[config.mk]
export PLATFORM = sky130hd
export DESIGN_NAME = clk_switch_ctrl
export DESIGN_NICKNAME = d
export VERILOG_FILES = /design/src/rtl/clk_ctrl_pkg.sv /design/src/rtl/sync_2ff.sv /design/src/rtl/clk_switch_ctrl.sv
export SDC_FILE = /design/constraint.sdc
export NUM_CORES = 1
export LEC_CHECK = 0
export ABC_AREA = 1
export CORE_ASPECT_RATIO = 0.9
export CORE_MARGIN = 3
export CORE_UTILIZATION = 49
export CTS_CLUSTER_DIAMETER = 50
export DETAILED_ROUTE_END_ITERATION = 8
export GPL_ROUTABILITY_DRIVEN = 0
export PLACE_DENSITY = 0.67
export SYNTH_ARGS = -nofsm -noshare
export SYNTH_HDL_FRONTEND = slang
export SYNTH_SLANG_ARGS = --single-unit
[constraint.sdc]
create_clock -name sys_clock -period 3.2 [get_ports sys_clock]
set_input_delay 0.32 -clock sys_clock [delete_from_list [all_inputs] [get_ports sys_clock]]
set_output_delay 0.32 -clock sys_clock [all_outputs]
set_load 0.05 [all_outputs]
[src/rtl/clk_ctrl_pkg.sv]
// Shared types and default timing constants for the CPU clock-source switch sequencer.
// No logic here; the FSM state encoding and cycle counts are used by clk_switch_ctrl.
package clk_ctrl_pkg;

  typedef enum logic [2:0] {
    ST_RUN,
    ST_QUIESCE,
    ST_WIZ_RST,
    ST_WAIT_LOCK,
    ST_SETTLE
  } state_t;

  localparam int unsigned DEF_CNT_W        = 16;
  localparam int unsigned DEF_QUIESCE_CYC  = 16;
  localparam int unsigned DEF_WIZ_RST_CYC  = 8;
  localparam int unsigned DEF_LOCK_TIMEOUT = 50000;
  localparam int unsigned DEF_SETTLE_CYC   = 64;

endpackage

[src/rtl/sync_2ff.sv]
// Two-flop synchroniser for a single slow asynchronous level.
// Latency: two clk edges; no backpressure.
module sync_2ff #(
  parameter logic RST_VAL = 1'b0
) (
  input  logic clk,
  input  logic reset,
  input  logic d,
  output logic q
);

  logic meta;

  always_ff @(posedge clk) begin
    if (reset) begin
      meta <= RST_VAL;
      q    <= RST_VAL;
    end else begin
      meta <= d;
      q    <= meta;
    end
  end

endmodule

[src/rtl/clk_switch_ctrl.sv]
// Sequences a glitch-safe CPU clock-source switch (sys_clock <-> Clock Wizard), holding the CPU in reset.
// All outputs registered; cfg_update is dropped (not queued) whenever busy.
module clk_switch_ctrl
  import clk_ctrl_pkg::*;
#(
  parameter int unsigned CNT_W        = DEF_CNT_W,
  parameter int unsigned QUIESCE_CYC  = DEF_QUIESCE_CYC,
  parameter int unsigned WIZ_RST_CYC  = DEF_WIZ_RST_CYC,
  parameter int unsigned LOCK_TIMEOUT = DEF_LOCK_TIMEOUT,
  parameter int unsigned SETTLE_CYC   = DEF_SETTLE_CYC
) (
  input  logic sys_clock,
  input  logic reset,
  input  logic cfg_use_wiz,
  input  logic cfg_update,
  input  logic clk_wiz_locked,
  output logic clk_wiz_enable,
  output logic clk_wiz_reset,
  output logic cpu_reset,
  output logic busy,
  output logic done,
  output logic err_timeout,
  output logic err_lock_lost
);

  localparam logic [CNT_W-1:0] QUIESCE_LAST = CNT_W'(QUIESCE_CYC - 1);
  localparam logic [CNT_W-1:0] WIZ_RST_LAST = CNT_W'(WIZ_RST_CYC - 1);
  localparam logic [CNT_W-1:0] TIMEOUT_LAST = CNT_W'(LOCK_TIMEOUT - 1);
  localparam logic [CNT_W-1:0] SETTLE_LAST  = CNT_W'(SETTLE_CYC - 1);

  state_t           state, state_nxt;
  logic [CNT_W-1:0] cnt, cnt_nxt;
  logic             lock_s;
  logic             target, target_nxt;
  logic             en_nxt, wrst_nxt, crst_nxt, done_nxt, errt_nxt, errl_nxt;

  sync_2ff #(.RST_VAL(1'b0)) u_lock_sync (
    .clk   (sys_clock),
    .reset (reset),
    .d     (clk_wiz_locked),
    .q     (lock_s)
  );

  always_comb begin
    state_nxt  = state;
    target_nxt = target;
    en_nxt     = clk_wiz_enable;
    wrst_nxt   = clk_wiz_reset;
    crst_nxt   = cpu_reset;
    done_nxt   = 1'b0;
    errt_nxt   = err_timeout;
    errl_nxt   = err_lock_lost;

    case (state)
      ST_RUN: begin
        // Lock loss outranks a coincident update, which is simply dropped.
        if (clk_wiz_enable && !lock_s) begin
          crst_nxt  = 1'b1;
          en_nxt    = 1'b0;
          errl_nxt  = 1'b1;
          state_nxt = ST_SETTLE;
        end else if (cfg_update && (cfg_use_wiz != clk_wiz_enable)) begin
          target_nxt = cfg_use_wiz;
          errt_nxt   = 1'b0;
          errl_nxt   = 1'b0;
          crst_nxt   = 1'b1;
          state_nxt  = ST_QUIESCE;
        end
      end
      ST_QUIESCE: begin
        crst_nxt = 1'b1;
        if (cnt == QUIESCE_LAST) begin
          en_nxt = 1'b0;
          if (target) begin
            wrst_nxt  = 1'b1;
            state_nxt = ST_WIZ_RST;
          end else begin
            state_nxt = ST_SETTLE;
          end
        end
      end
      ST_WIZ_RST: begin
        if (cnt == WIZ_RST_LAST) begin
          wrst_nxt  = 1'b0;
          state_nxt = ST_WAIT_LOCK;
        end
      end
      ST_WAIT_LOCK: begin
        if (lock_s) begin
          en_nxt    = 1'b1;
          state_nxt = ST_SETTLE;
        end else if (cnt == TIMEOUT_LAST) begin
          errt_nxt  = 1'b1;
          state_nxt = ST_SETTLE;
        end
      end
      ST_SETTLE: begin
        crst_nxt = 1'b1;
        if (cnt == SETTLE_LAST) begin
          crst_nxt  = 1'b0;
          done_nxt  = 1'b1;
          state_nxt = ST_RUN;
        end
      end
      default: begin
        crst_nxt  = 1'b1;
        en_nxt    = 1'b0;
        wrst_nxt  = 1'b0;
        state_nxt = ST_SETTLE;
      end
    endcase

    // RUN has no timed exit, so the counter is frozen there to keep it from wrapping.
    if (state_nxt != state) begin
      cnt_nxt = '0;
    end else if (state == ST_RUN) begin
      cnt_nxt = cnt;
    end else begin
      cnt_nxt = cnt + 1'b1;
    end
  end

  always_ff @(posedge sys_clock) begin
    if (reset) begin
      state          <= ST_SETTLE;
      cnt            <= '0;
      target         <= 1'b0;
      clk_wiz_enable <= 1'b0;
      clk_wiz_reset  <= 1'b0;
      cpu_reset      <= 1'b1;
      done           <= 1'b0;
      err_timeout    <= 1'b0;
      err_lock_lost  <= 1'b0;
    end else begin
      state          <= state_nxt;
      cnt            <= cnt_nxt;
      target         <= target_nxt;
      clk_wiz_enable <= en_nxt;
      clk_wiz_reset  <= wrst_nxt;
      cpu_reset      <= crst_nxt;
      done           <= done_nxt;
      err_timeout    <= errt_nxt;
      err_lock_lost  <= errl_nxt;
    end
  end

  assign busy = (state != ST_RUN);

endmodule
# Yosys cells after proc, flatten, opt, wreduce, memory -nomap -nowiden
# Cells that the tools add are included.
# op_classes
n_addsub,1
n_mul,0
div,0
magnitude_cmp,0
n_eq_ne,20
shifts,0
muxes,28
bitwise_logic,5
reduce_logical,18
# op_table
cell,count
2-to-1 mux 3 bit,8
"adder 16 x 1 -> 16 bit, second input constant",1
"== test 16 bit, second input constant",1
"== test 16 x 3 -> 1 bit, second input constant",1
"== test 16 x 4 -> 1 bit, second input constant",1
"== test 16 x 6 -> 1 bit, second input constant",1
"!= test 2 bit, second input constant",8
2-to-1 mux 1 bit,15
one-hot mux 3 bit (5 select lines),1
AND reduction 4 bit,2
OR reduction 2 bit,4
"== test 3 x 2 -> 1 bit, second input constant",2
one-hot mux 1 bit (3 select lines),2
NOT 1 bit,5
AND reduction 5 bit,1
one-hot mux 1 bit (4 select lines),1
AND reduction 2 bit,2
nonzero test 2 bit,2
"== test 3 x 1 -> 1 bit, second input constant",1
"== test 3 bit, second input constant",1
logical NOT 3 bit,1
!= test 3 bit,1
"!= test 3 bit, second input constant",1
AND reduction 3 bit,1
7 further kinds,8
# word_totals
regBits,28
latchBits,0
mem_bits_rw,0
romBits,0
out_inout_bits,7
elab_cells,83
memories,0

# Logic depth before layout (Yosys ltp)
# depth
word_depth,7
depth_mapped,12

# Cells and area by module
# From an unflattened synthesis, not the netlist that was laid out.
# hier_totals
hier_cells,228
hier_area_um2,1684.1
# by_module_without_submodules
mod,instances,cells_each,area_each_um2,seq_area_each_um2
clk_switch_ctrl,1,222,1629.1,520.5
sync_2ff,1,6,55.1,40.0

# Worst setup path before layout
# No wires, ideal clock.
# synth_path
path_kind,register -> register
start,register clk_wiz_enable
end,register cnt[6]
setup_ns,0.120
arrival_ns,1.646
required_ns,3.080
slack_ns,1.434
path_stages_with_launch,11
path_buffers,1
path_cell_list,dfxtp_1 -> inv_1 -> nor2_1 -> inv_1 -> nand2_4 -> nor2_4 -> a21oi_2 -> nand3_1 -> nand3_4 -> buf_6 -> nor3_2
# synth_between
elab_chain_cells,7
# synth_lines
element,line_no,source
start: declaration,clk_switch_ctrl.sv:17,"output logic clk_wiz_enable,"
start signal: assignment,clk_switch_ctrl.sv:138,clk_wiz_enable <= en_nxt;
!= test 1 bit,clk_switch_ctrl.sv:62,end else if (cfg_update && (cfg_use_wiz != clk_wiz_enable)) begin
logical AND 1 bit,clk_switch_ctrl.sv:62,
2-to-1 mux 3 bit,clk_switch_ctrl.sv:62,
2-to-1 mux 3 bit *,clk_switch_ctrl.sv:57,if (clk_wiz_enable && !lock_s) begin
one-hot mux 3 bit (5 select lines) *,clk_switch_ctrl.sv:54,case (state)
!= test 3 bit *,clk_switch_ctrl.sv:114,if (state_nxt != state) begin
OR reduction 2 bit (no line) *,n/a,
end signal: assignment,clk_switch_ctrl.sv:136,cnt <= cnt_nxt;
end: declaration,clk_switch_ctrl.sv:32,"logic [CNT_W-1:0] cnt, cnt_nxt;"
# Mark *: on every way between the ends. The rest lies on a longest branch, timed or not.
# A chain may end at the register's enable or synchronous reset.

# Final worst setup path
# layout_path
start,register state[0]
end,output busy
# layout_between
elab_chain_cells,1
# layout_lines
element,line_no,source
start: declaration,clk_switch_ctrl.sv:31,"state_t state, state_nxt;"
start signal: assignment,clk_switch_ctrl.sv:135,state <= state_nxt;
nonzero test 3 bit,clk_switch_ctrl.sv:147,assign busy = (state != ST_RUN);
end: declaration,clk_switch_ctrl.sv:20,"output logic busy,"
# Every way passes these cells.

==> flow_metrics.py <==
metrics = {
    "clock_network": {
        "cts_hold_buffers": 0,
        "clock-sinks": 28,
        "insertion_delay_ns": 0.27,
        "clkTransAtPathRegs_ns": 0.09,
        "h-tree-depth": 1,
        "clk_path_buf_depth": 2,
        "tritoncts": "done",
        "cts_root_buf": "clkbuf_8",
        "cts_repair_resize_count": 0,
        "cts_made_buffers": 3,
        "post_cts_buffers": 0,
    },
    "synthesis": {
        "synthesis.area_um2": 1650,
        "ys_async_sr_fraction_pct": 0,
        "yosysSeqAreaShare_pct": 34.0,
        "synth.top_cell.area_share_pct": 34.0,
        "synth.avg_cell_area_um2": 7.04,
        "ys_types": 31,
        "synth_top_area_cell": "dfxtp_1",
        "syn_nets": 240,
        "syn-instance-count": 234,
        "ys_warn_count": 0,
        "synth_edf_count": 0,
        "ys_seq_elements": 28,
        "synth_ff_type": "dfxtp_1",
        "ys_top_cells_by_area": "dfxtp_1 (34%), nand2_1 (8.9%), nor2_1 (8.4%)",
    },
    "place": {
        "io_buffers": 11,
        "placed_cell_area_um2": 1780,
        "dp_worst_setup_slack_ns": 1.21,
        "dp_hpwl_mm": 2.46,
        "place_inst": 284,
    },
    "global_route": {
        "grt_antenna_before_repair": 0,
        "grt_pass1_vias": 1226,
        "grt_max_degree": 17,
        "grt_pass1_wl_mm": 5.66,
        "grt_usage_pct": 18.1,
        "grt_overflow": 0,
    },
    "final_layout": {
        "layout_commonest_cell": "nand2_1",
        "drive_above_1_share_pct": 16.7,
        "design_area_um2": 1820,
        "diodes": 0,
        "syn_to_final_growth_pct": 10.8,
        "fin_cells": 287,
        "final_nets": 253,
        "final_cell_mix": "nand2_1 (39), nor2_1 (37), inv_1 (30)",
    },
    "setup_path": {
        "reg2reg_depth": 9,
        "critical_path_class": "reg -> out",
        "cp_max_fo": 8,
        "r2r_slack_ns": 1.36,
        "worstSetupEndpointType": "output pin",
        "rr_endpoint": "cnt[3]",
        "worstPathArrival_ns": 1.74,
        "worstSetupStartpointType": "register",
        "r2r_start": "cnt[1]",
        "crit_required_ns": 2.88,
    },
    "timing": {
        "grt_setup_unrepaired": "no",
        "setup_slack_ns": 1.14,
        "period_share_pct": 64.4,
        "worst_hold_slack_ns": 0.406,
        "worstMarginPinSlew_ns": 0.495,
        "period_minus_slack_ns": 2.06,
        "finalSetupViolations": 0,
        "fin_setup_tns_ns": 0,
        "finalHoldViolations": 0,
        "max_freq_ghz": 0.485,
        "fin_skew_ns": 0.00413,
        "maxSlewViolCount": 0,
        "timing.slew.headroom_pct": 66.9,
    },
    "floorplan": {
        "initial_core_util_pct": 52.5,
        "core_um2": 3140,
        "die_w_um": 67.1,
        "pin_count": 12,
        "die_y_um": 61.0,
        "placementRows": 19,
        "die_area_um2": 4090,
    },
    "power": {
        "ir_drop_mv": 0.353,
        "leakage_nw": 0.717,
        "power_density_nw_per_um2": 312,
    },
    "hold_path": {
        "whs_path_depth": 2,
        "min_from": "u_lock_sync.meta",
        "hold_end": "u_lock_sync.q",
        "min_path_type": "reg -> reg",
    },
    "drt": {
        "wl_per_cell_um": 11.1,
        "via_count": 1384,
        "drc": 0,
        "ant_nets": 0,
        "drtIter0Drc": 88,
        "totalWireLength_mm": 3.20,
        "dr.pass1.iters": 4,
        "vias_per_cell": 4.82,
    },
    "status": {
        "status": "finished clean",
    },
    "run": {
        "cap_viol_max_count": 0,
    },
}
state kept, by name (all words and copies together) (netlist names):
signal            count
clk_wiz_enable        1
clk_wiz_reset         1
cnt                  16
cpu_reset             1
done                  1
err_lock_lost         1
err_timeout           1
state                 3
target                1
u_lock_sync.meta      1
u_lock_sync.q         1
per-layer routing:
metal  vias up  track usage [%]  part of all wire (%)
li1        757                -                     -
met1       603             29.3                    58
met2        22             23.9                    37
met3         2             3.89                   4.4
met4         0             3.76                  0.63
met5         -                0                     0
cells by family after synthesis:
family / after synthesis / share of synthesized area, %
AOI/OAI and AO/OA: 20 / 6.61
adders and majority gates: 1 / 0.760
and+or+nand+nor: 133 / 41.6
muxes: 1 / 0.608
DFF: 28 / 34.0
buffers and inverters: 39 / 10.0
xor gates and xnor gates: 12 / 6.38
worst max-delay path by stage:
stage,to,from,slack [ns],depth (start not counted)
4_1_cts,busy,state[0],1.14,3
3_5_place_dp,cnt[0],cfg_use_wiz,1.21,9
3_3_place_gp,cnt[5],cfg_use_wiz,1.26,9
2_1_floorplan,cnt[6],clk_wiz_enable,1.43,10
5_1_grt,cnt[0],cnt[1],1.05,9
6_report,busy,state[0],1.14,3
through the flow:
stage	total power, mW	utilization (%)
2_1_floorplan	0.382	-
3_3_place_gp	0.389	56.8
3_5_place_dp	0.389	56.8
4_1_cts	0.572	58.1
5_1_grt	0.595	58.1
6_report	0.569	58.1
cells in the mapped netlist (3+ instances only):
cell type,n
xor2_1,8
xnor2_1,4
nor2_2,8
inv_1,30
a21oi_1,10
nor2_1,37
nor3_2,10
nand3_1,13
inv_2,3
nor3_1,10
o21ai_0,7
nand2_2,7
nand2_1,39
dfxtp_1,28
area by class of cell:
class / instances / area (um^2)
clock buffers: 3 / 41.3
fillers: 333 / 1310
flip-flops and latches: 28 / 561
multi-input cells: 167 / 921
repair buffers: 11 / 110
well taps: 42 / 52.6
inverters: 36 / 139
power breakdown:
group / total, mW / internal (mW) / switching [mW]
logic: 0.0255 / 0.0108 / 0.0147
clock network: 0.188 / 0.0844 / 0.103
registers: 0.355 / 0.352 / 0.00301
total: 0.569 / 0.448 / 0.121
worst max-delay path, stage by stage, from the launching register on:
cell	delay (ns)
dfxtp_1	0.44
nor2_2	0.09
nand2_4	0.13
clkdlybuf4s50_1	0.82
Power figures use the tool's default switching activity.
